[src/rtl/ogege_pkg.sv]
// Shared types and constants for the ogege display command path.
// The opcode field constants are shared by the issuer and the
// text_area8x8 and canvas renderers, so all sides decode the same way.
package ogege_pkg;

    typedef enum logic [1:0] {
        IDLE  = 2'd0,
        SETUP = 2'd1,
        PULSE = 2'd2,
        HOLD  = 2'd3
    } cmd_state_t;

    localparam int CMD_W_DEFAULT = 32;

    // Opcode occupies the top byte of every command word.
    localparam int OPC_MSB = 31;
    localparam int OPC_LSB = 24;

    localparam logic [7:0] OPC_NOP          = 8'h00;
    localparam logic [7:0] OPC_TEXT_PUTC    = 8'h01;
    localparam logic [7:0] OPC_TEXT_CURSOR  = 8'h02;
    localparam logic [7:0] OPC_TEXT_CLEAR   = 8'h03;
    localparam logic [7:0] OPC_CANVAS_PIXEL = 8'h10;
    localparam logic [7:0] OPC_CANVAS_FILL  = 8'h11;
    localparam logic [7:0] OPC_SET_COLOR    = 8'h20;

    // Extract the opcode byte from a command word.
    function automatic logic [7:0] cmd_opcode(input logic [CMD_W_DEFAULT-1:0] word);
        return word[OPC_MSB:OPC_LSB];
    endfunction

endpackage

[src/rtl/cmd_issuer_fifo.sv]
// Registered-flag synchronous FIFO with a first-word-fall-through head.
// Pointers carry one extra MSB so full and empty can be told apart when
// the index bits match. A push while full or a pop while empty is ignored.
module sync_fifo #(
    parameter int DEPTH = 16,
    parameter int WIDTH = 32
) (
    input  logic                     i_clk,
    input  logic                     i_rst,
    input  logic                     i_push,
    input  logic [WIDTH-1:0]         i_data,
    input  logic                     i_pop,
    output logic [WIDTH-1:0]         o_head,
    output logic                     o_full,
    output logic                     o_empty,
    output logic [$clog2(DEPTH):0]   o_level
);

    localparam int AW = $clog2(DEPTH);

    logic [WIDTH-1:0] mem_q [DEPTH];
    logic [AW:0]      wr_ptr_q;
    logic [AW:0]      rd_ptr_q;
    logic [AW:0]      wr_ptr_d;
    logic [AW:0]      rd_ptr_d;
    logic [AW:0]      level_q;
    logic [AW:0]      level_d;
    logic             full_q;
    logic             empty_q;
    logic             push_ok;
    logic             pop_ok;

    assign push_ok = i_push && !full_q;
    assign pop_ok  = i_pop && !empty_q;

    // Next pointer values and the occupancy they imply (modulo difference).
    always_comb begin
        wr_ptr_d = wr_ptr_q + {{AW{1'b0}}, push_ok};
        rd_ptr_d = rd_ptr_q + {{AW{1'b0}}, pop_ok};
        level_d  = wr_ptr_d - rd_ptr_d;
    end

    // Pointers and flags are registered so consumers see glitch-free status.
    always_ff @(posedge i_clk) begin
        if (i_rst) begin
            wr_ptr_q <= '0;
            rd_ptr_q <= '0;
            level_q  <= '0;
            full_q   <= 1'b0;
            empty_q  <= 1'b1;
        end else begin
            wr_ptr_q <= wr_ptr_d;
            rd_ptr_q <= rd_ptr_d;
            level_q  <= level_d;
            full_q   <= (wr_ptr_d[AW] != rd_ptr_d[AW]) &&
                        (wr_ptr_d[AW-1:0] == rd_ptr_d[AW-1:0]);
            empty_q  <= (wr_ptr_d == rd_ptr_d);
        end
    end

    // Storage array; not reset since validity is tracked by the pointers.
    always_ff @(posedge i_clk) begin
        if (push_ok) begin
            mem_q[wr_ptr_q[AW-1:0]] <= i_data;
        end
    end

    assign o_head  = mem_q[rd_ptr_q[AW-1:0]];
    assign o_full  = full_q;
    assign o_empty = empty_q;
    assign o_level = level_q;

endmodule

[src/rtl/cmd_issuer.sv]
// Command bus producer: queues host command words and replays them onto
// cmd_clk/cmd_data with programmable setup, strobe and hold timing,
// optionally launching new commands only during display blanking.
module cmd_issuer
    import ogege_pkg::*;
#(
    parameter int DEPTH      = 16,
    parameter int CMD_W      = CMD_W_DEFAULT,
    parameter int SETUP_CYC  = 1,
    parameter int PULSE_CYC  = 2,
    parameter int HOLD_CYC   = 1,
    parameter int BLANK_ONLY = 1
) (
    input  logic                     i_clk,
    input  logic                     i_rst,
    input  logic                     i_wr_stb,
    input  logic [CMD_W-1:0]         i_wr_data,
    input  logic                     i_blank,
    input  logic                     i_ovf_clr,
    output logic                     o_full,
    output logic                     o_empty,
    output logic [$clog2(DEPTH):0]   o_level,
    output logic                     o_overflow,
    output logic                     o_busy,
    output logic                     o_cmd_clk,
    output logic [CMD_W-1:0]         o_cmd_data,
    output logic [15:0]              o_sent_count
);

    // Counter only needs to hold the largest phase length minus one.
    localparam int MAX_A   = (SETUP_CYC > PULSE_CYC) ? SETUP_CYC : PULSE_CYC;
    localparam int MAX_CYC = (MAX_A > HOLD_CYC) ? MAX_A : HOLD_CYC;
    localparam int CNT_W   = (MAX_CYC > 1) ? $clog2(MAX_CYC) : 1;

    localparam logic [CNT_W-1:0] SETUP_LD = CNT_W'(SETUP_CYC - 1);
    localparam logic [CNT_W-1:0] PULSE_LD = CNT_W'(PULSE_CYC - 1);
    localparam logic [CNT_W-1:0] HOLD_LD  = CNT_W'(HOLD_CYC - 1);

    cmd_state_t          state_q;
    logic [CNT_W-1:0]    cnt_q;
    logic                cmd_clk_q;
    logic [CMD_W-1:0]    cmd_data_q;
    logic                busy_q;
    logic [15:0]         sent_q;
    logic                ovf_q;
    logic                ovf_d;

    logic [CMD_W-1:0]    fifo_head;
    logic                fifo_full;
    logic                fifo_empty;
    logic                blank_ok;
    logic                launch;

    sync_fifo #(
        .DEPTH (DEPTH),
        .WIDTH (CMD_W)
    ) u_fifo (
        .i_clk   (i_clk),
        .i_rst   (i_rst),
        .i_push  (i_wr_stb),
        .i_data  (i_wr_data),
        .i_pop   (launch),
        .o_head  (fifo_head),
        .o_full  (fifo_full),
        .o_empty (fifo_empty),
        .o_level (o_level)
    );

    assign blank_ok = (BLANK_ONLY == 0) || i_blank;
    assign launch   = (state_q == IDLE) && !fifo_empty && blank_ok;

    // Sticky overflow: a dropped push sets it, and a set beats a same-cycle clear.
    always_comb begin
        ovf_d = ovf_q;
        if (i_ovf_clr) begin
            ovf_d = 1'b0;
        end
        if (i_wr_stb && fifo_full) begin
            ovf_d = 1'b1;
        end
    end

    // Overflow flag register.
    always_ff @(posedge i_clk) begin
        if (i_rst) begin
            ovf_q <= 1'b0;
        end else begin
            ovf_q <= ovf_d;
        end
    end

    // Transfer sequencer: data is latched on launch, then setup, strobe, hold.
    always_ff @(posedge i_clk) begin
        if (i_rst) begin
            state_q    <= IDLE;
            cnt_q      <= '0;
            cmd_clk_q  <= 1'b0;
            cmd_data_q <= '0;
            busy_q     <= 1'b0;
            sent_q     <= '0;
        end else begin
            case (state_q)
                IDLE: begin
                    if (launch) begin
                        cmd_data_q <= fifo_head;
                        cnt_q      <= SETUP_LD;
                        busy_q     <= 1'b1;
                        state_q    <= SETUP;
                    end
                end
                SETUP: begin
                    if (cnt_q == '0) begin
                        cmd_clk_q <= 1'b1;
                        cnt_q     <= PULSE_LD;
                        state_q   <= PULSE;
                    end else begin
                        cnt_q <= cnt_q - 1'b1;
                    end
                end
                PULSE: begin
                    if (cnt_q == '0) begin
                        cmd_clk_q <= 1'b0;
                        cnt_q     <= HOLD_LD;
                        sent_q    <= sent_q + 16'd1;
                        state_q   <= HOLD;
                    end else begin
                        cnt_q <= cnt_q - 1'b1;
                    end
                end
                HOLD: begin
                    if (cnt_q == '0) begin
                        busy_q  <= 1'b0;
                        state_q <= IDLE;
                    end else begin
                        cnt_q <= cnt_q - 1'b1;
                    end
                end
                default: begin
                    cmd_clk_q <= 1'b0;
                    busy_q    <= 1'b0;
                    state_q   <= IDLE;
                end
            endcase
        end
    end

    assign o_full       = fifo_full;
    assign o_empty      = fifo_empty;
    assign o_overflow   = ovf_q;
    assign o_busy       = busy_q;
    assign o_cmd_clk    = cmd_clk_q;
    assign o_cmd_data   = cmd_data_q;
    assign o_sent_count = sent_q;

endmodule

[config.mk]
export PLATFORM = sky130hd
export DESIGN_NAME = cmd_issuer
export DESIGN_NICKNAME = d
export VERILOG_FILES = /design/src/rtl/ogege_pkg.sv /design/src/rtl/cmd_issuer_fifo.sv /design/src/rtl/cmd_issuer.sv
export SDC_FILE = /design/constraint.sdc
export NUM_CORES = 1
export LEC_CHECK = 0
export CAP_MARGIN = 20
export CORE_MARGIN = 2
export CORE_UTILIZATION = 55
export DETAILED_ROUTE_END_ITERATION = 12
export GPL_ROUTABILITY_DRIVEN = 1
export PLACE_DENSITY_LB_ADDON = 0.05
export SYNTH_ARGS = -nofsm -noshare
export SYNTH_HDL_FRONTEND = slang
export SYNTH_HIERARCHICAL = 1
export SYNTH_SLANG_ARGS = --single-unit
[constraint.sdc]
create_clock -name i_clk -period 5.5 [get_ports i_clk]
set_input_delay 1.375 -clock i_clk [delete_from_list [all_inputs] [get_ports i_clk]]
set_output_delay 1.375 -clock i_clk [all_outputs]
set_load 0.005 [all_outputs]
Word level (Yosys, flattened, before mapping). Memories as Yosys holds them, arrays and structs flattened. A register that Yosys moved wholly into a read port is not among the register bits. Cells that the tools add are included.

Memory bits (writable): 512. Memories kept: 1. Input port bits: 37. Word-level logic and storage cells: 64. Register bits: 39.

Memory list: u_fifo.mem_q (words 16, width 32, rd ports 1, clocked after Yosys merged registers in 1, wr ports 1, RTL line cmd_issuer_fifo.sv:21) `logic [WIDTH-1:0] mem_q [DEPTH];`.

Equality and inequality tests: 10. Reductions and logical operators: 18. Mux-type cells: 18. Add/sub/neg operators: 5. Bitwise gates (word level): 1.

Operators by type and width (number): adder 16 x 1 -> 16 bit (second input constant) (1); adder 5 x 1 -> 5 bit (2); 2-to-1 mux 1 bit (10); 2-to-1 mux 2 bit (4); one-hot mux 2 bit (4 select lines) (1); logical AND 1 bit (6); inequality test 2 bit (second input constant) (3); AND reduction 3 bit (2); nonzero test 2 bit (3); equality test 5 bit (1); subtractor 5 bit (1); equality test 2 bit (second input constant) (2); equality test 4 bit (1); one-hot mux 1 bit (2 select lines) (2); AND reduction 2 bit (2); AND reduction 4 bit (1); one-hot mux 1 bit (3 select lines) (1); equality test 2 x 1 -> 1 bit (second input constant) (1); logical NOT 1 bit (2); logical NOT 2 bit (1); inequality test 2 x 1 -> 1 bit (second input constant) (1); OR reduction 2 bit (1); inequality test 1 bit (1); inverter 1 bit (1); subtractor 1 bit (second input constant) (1).

Longest topological paths before layout.
Depth in word-level cells: 7. Gate-level depth with buffers: 15.

Modules after synthesis. Netlist, hierarchy kept.

By module, submodules not included: sync_fifo (seq. area each 15715.1 µm², area each 20323.2 µm², instances 1, cells each 831); cmd_issuer (seq. area each 1081.0 µm², area each 2140.8 µm², instances 1, cells each 254).

Least setup slack after synthesis. OpenSTA, ideal clock, no wires.

Kind: input port to flip-flop. Start point: input i_wr_stb. End point: memory u_fifo.mem_q[0][0] (enable). Setup slack: 1004 ps. Stages: 3. Library setup time: 461 ps. Required time: 5039 ps. Data arrival time: 4035 ps. Path through: nand2b_1 or3_1 nor3_1.

Word-level cells in the longest chain between the ends: 3.

RTL lines: start: declaration (RTL line cmd_issuer.sv:16) `input logic i_wr_stb,`; logical AND 1 bit (RTL line cmd_issuer_fifo.sv:33) `assign push_ok = i_push && !full_q;`; 2-to-1 mux 1 bit (RTL line cmd_issuer_fifo.sv:63) `if (push_ok) begin`; 2-to-1 mux 1 bit (not written as such) (RTL line cmd_issuer_fifo.sv:64) `mem_q[wr_ptr_q[AW-1:0]] <= i_data;`; end: declaration (RTL line cmd_issuer_fifo.sv:21).

No other way between the ends.

Worst setup path after layout.
Start point: input i_blank. End point: register u_fifo.level_q[4] (netlist: u_fifo/o_level[4]).

Word-level cells in the longest chain between the ends: 4.

RTL lines: start: declaration (RTL line cmd_issuer.sv:18) `input logic i_blank,`; logical AND 1 bit (RTL line cmd_issuer.sv:70) `assign launch = (state_q == IDLE) && !fifo_empty && blank_ok;`; logical AND 1 bit (RTL line cmd_issuer_fifo.sv:34) `assign pop_ok = i_pop && !empty_q;`; adder 5 x 1 -> 5 bit (RTL line cmd_issuer_fifo.sv:39) `rd_ptr_d = rd_ptr_q + {{AW{1'b0}}, pop_ok};`; subtractor 5 bit (RTL line cmd_issuer_fifo.sv:40) `level_d = wr_ptr_d - rd_ptr_d;`; end signal: assignment (RTL line cmd_issuer_fifo.sv:54) `level_q <= level_d;`; end: declaration (RTL line cmd_issuer_fifo.sv:26) `logic [AW:0] level_q;`.

No other way between the ends. A chain may end at the register's enable or synchronous reset.

==> impl_results.md <==
* Num CTS Buffers at 58
* Cells after Synth at 1085
* Synth Flop Type: edfxtp_1
* WL/cell at 25.8 um
* Skew-Pair Late Insertion Delay at 0.60 ns
* RSZ-0062 raised after global routing: no
* CTS sink cnt at 583
* CTS H-tree depth at 2
* Final Skew at 0.0175 ns
* Hold Buf Count CTS at 0
* Period utilisation layout at 0.640
* Hold_sp: o_cmd_data[14]
* Gr ovfl total at 0
* CP Capture Type: register
* Fmax at 284 MHz
* Placed cell count at 1685
* Measured slew at the worst slew-check pin at 1.04 ns
* Detailed Route Iter0 Violations at 1000
* Chip Height at 206 um
* Detail Route Antenna Nets at 0
* CP startpoint: i_blank
* Post-Place Setup Slack at 1.39 ns
* Worst hold path class: register to register
* Pin count of the biggest net entering global routing at 68
* Worst vdd ir at 0.307 mV
* Clock buffer depth at 3
* Fillers at 2832
* Core Region at 40600 um2
* FFs w/ async S/R, synth at 0
* Placer Congestion at 0.789
* ANT cells at 0
* Distinct cell type count after synthesis at 53
* Pwr per Cell Area at 363 nW/um2
* Cell Area, Synth at 22500 um2
* Fin crit period at 3.52 ns
* Lkg Pwr at 8.08 nW
* Drt first pass iters at 7
* Syn. warnings at 6
* CTS Root Buffer Type: clkbuf_16
* Post-Syn Nets at 1133
* Status: completed
* Starting Density at 0.554
* Share of cells above drive strength 1 at 0.239
* Slew Limit Headroom at 0.307
* Final #Nets at 1262
* Power consumption at 9.40 mW
* Post-synth EDFFs at 512
* Min setup slack post-route at 1.98 ns
* Post_cts resized at 0
* Data arrival, critical path at 4.06 ns
* Die width at 206 um
* Clock slew at reported path FFs at 0.06 ns
* Setup TNS at 0 ns
* Hold Fails Final Rpt at 0
* Number of global-route vias before repair at 10916
* Row Count at 74
* Post-synthesis register bit count at 583
* Synth Area per Inst at 20.7 um2
* Critical setup path kind: input port to register
* Most common cell after layout, fill and taps aside: edfxtp_1
* Most frequent cells in the layout: edfxtp_1 (512), mux4_2 (154), clkdlybuf4s50_1 (93)
* Post-synthesis sequential area ratio at 0.748
* Worst r2r src: state_q[0]
* Post-Layout Cell Count at 1794
* Final setup viols at 0
* WL final at 46300 um
* Avg Vias per Cell at 6.03
* Vias after detailed routing at 10818
* Worst-path maximum fanout at 7
* IO buf count at 94
* Initial antenna violation count at 0
* Drt drc at 0
* CTS tree: done
* Area Overhead vs Synth at 15.3%
* Max Cap Violations at 0
* First-pass GRT wire length at 69500 um
* Final hold slack at 0.452 ns
* Crit path required time at 6.04 ns
* Slew Limit Fails at 0
* I/O pin count at 95
* Full die area at 42500 um2
* CP Launch Type: input port
* Total GRT Usage at 0.228
* Setup bufs post-CTS at 0
* Final HPWL DP at 26800 um
## worst paths after layout
check                                    endpoint  slack [ns]  cells after the start
worst max register to register  u_fifo/o_level[4]        2.49                     14
worst min register to register     o_cmd_data[14]        0.45                      2
worst max-delay path            u_fifo/o_level[4]        1.98                     13
worst min-delay path               o_cmd_data[14]        0.45                      2
## synthesized netlist by cell type (3+ instances only)
master	instances	area (um2)
edfxtp_1	512	15400
mux4_2	154	3470
nand2_1	77	289
dfxtp_1	71	1420
a21oi_1	46	230
nor2_1	43	161
clkbuf_1	15	56.3
buf_2	14	70.1
xor2_1	13	114
buf_6	12	135
ha_1	11	138
inv_1	9	33.8
nor3_1	9	45.0
nor2b_1	8	50.1
xnor2_1	8	70.1
nand2b_1	7	43.8
nand3_1	7	35.0
buf_4	6	45.0
mux4_1	6	158
clkbuf_8	5	68.8
nand4_1	5	31.3
mux2_1	3	33.8
nand4b_1	3	26.3
o21ai_0	3	15.0
## registers in the layout (all words and copies together) (netlist names)
signal           cells
u_fifo/o_full        1
u_fifo/o_level       5
o_overflow           1
u_fifo/o_empty       1
cnt_q                1
o_cmd_data          32
u_fifo/wr_ptr_q      5
o_busy               1
u_fifo/mem_q       512
o_sent_count        16
u_fifo/rd_ptr_q      5
state_q              2
o_cmd_clk            1
## worst max-delay path, cell delays in order
cell             delay (ns)
clkdlybuf4s50_1        0.46
nand3b_1               0.10
inv_2                  0.07
nor2b_1                0.14
ha_1                   0.31
ha_1                   0.30
xnor3_1                0.45
ha_1                   0.17
inv_1                  0.06
a31oi_1                0.13
o32ai_1                0.12
a211o_1                0.32
nand2_1                0.05
## metrics by stage
stage / cell area [um2] / utilization
after floorplan: 22500 / -
after global placement: 24000 / 0.593
after detailed placement: 24000 / 0.593
after CTS: 25900 / 0.638
after global routing: 25900 / 0.639
final: 25900 / 0.639
## layout make-up
class	instances	area [um2]	share of cell area
tap	532	666	0.0257
timing repair buffer	123	1200	0.0463
inverter	10	37.5	0.00145
sequential	583	16800	0.649
clock inverter	29	249	0.00961
clock buffer	79	1600	0.0618
multi-input combinational	438	5350	0.206
## report_power, final
group,switching (mW),total [mW],internal (mW)
clock,1.60,3.82,2.22
combinational,0.322,0.626,0.305
sequential,0.0543,4.96,4.90
total,1.97,9.40,7.43
## cells by family (layout without fill, tap and decap cells)
group	after synthesis	count (layout)	share of synthesized area
flops	583	583	0.748
simple gates	176	176	0.0375
mux	165	165	0.164
compound gates	64	64	0.0166
buf+inv	64	241	0.0191
xor+xnor	22	22	0.00919
fa+ha+maj	11	11	0.00613
## routing by layer
layer,up-vias,part of all wire,track usage
met4,0,0.017,0.0582
met1,5747,0.43,0.325
li1,4695,-,-
met3,61,0.052,0.0333
met2,315,0.50,0.375
met5,-,0,0
(Power assumes the default switching activity.)
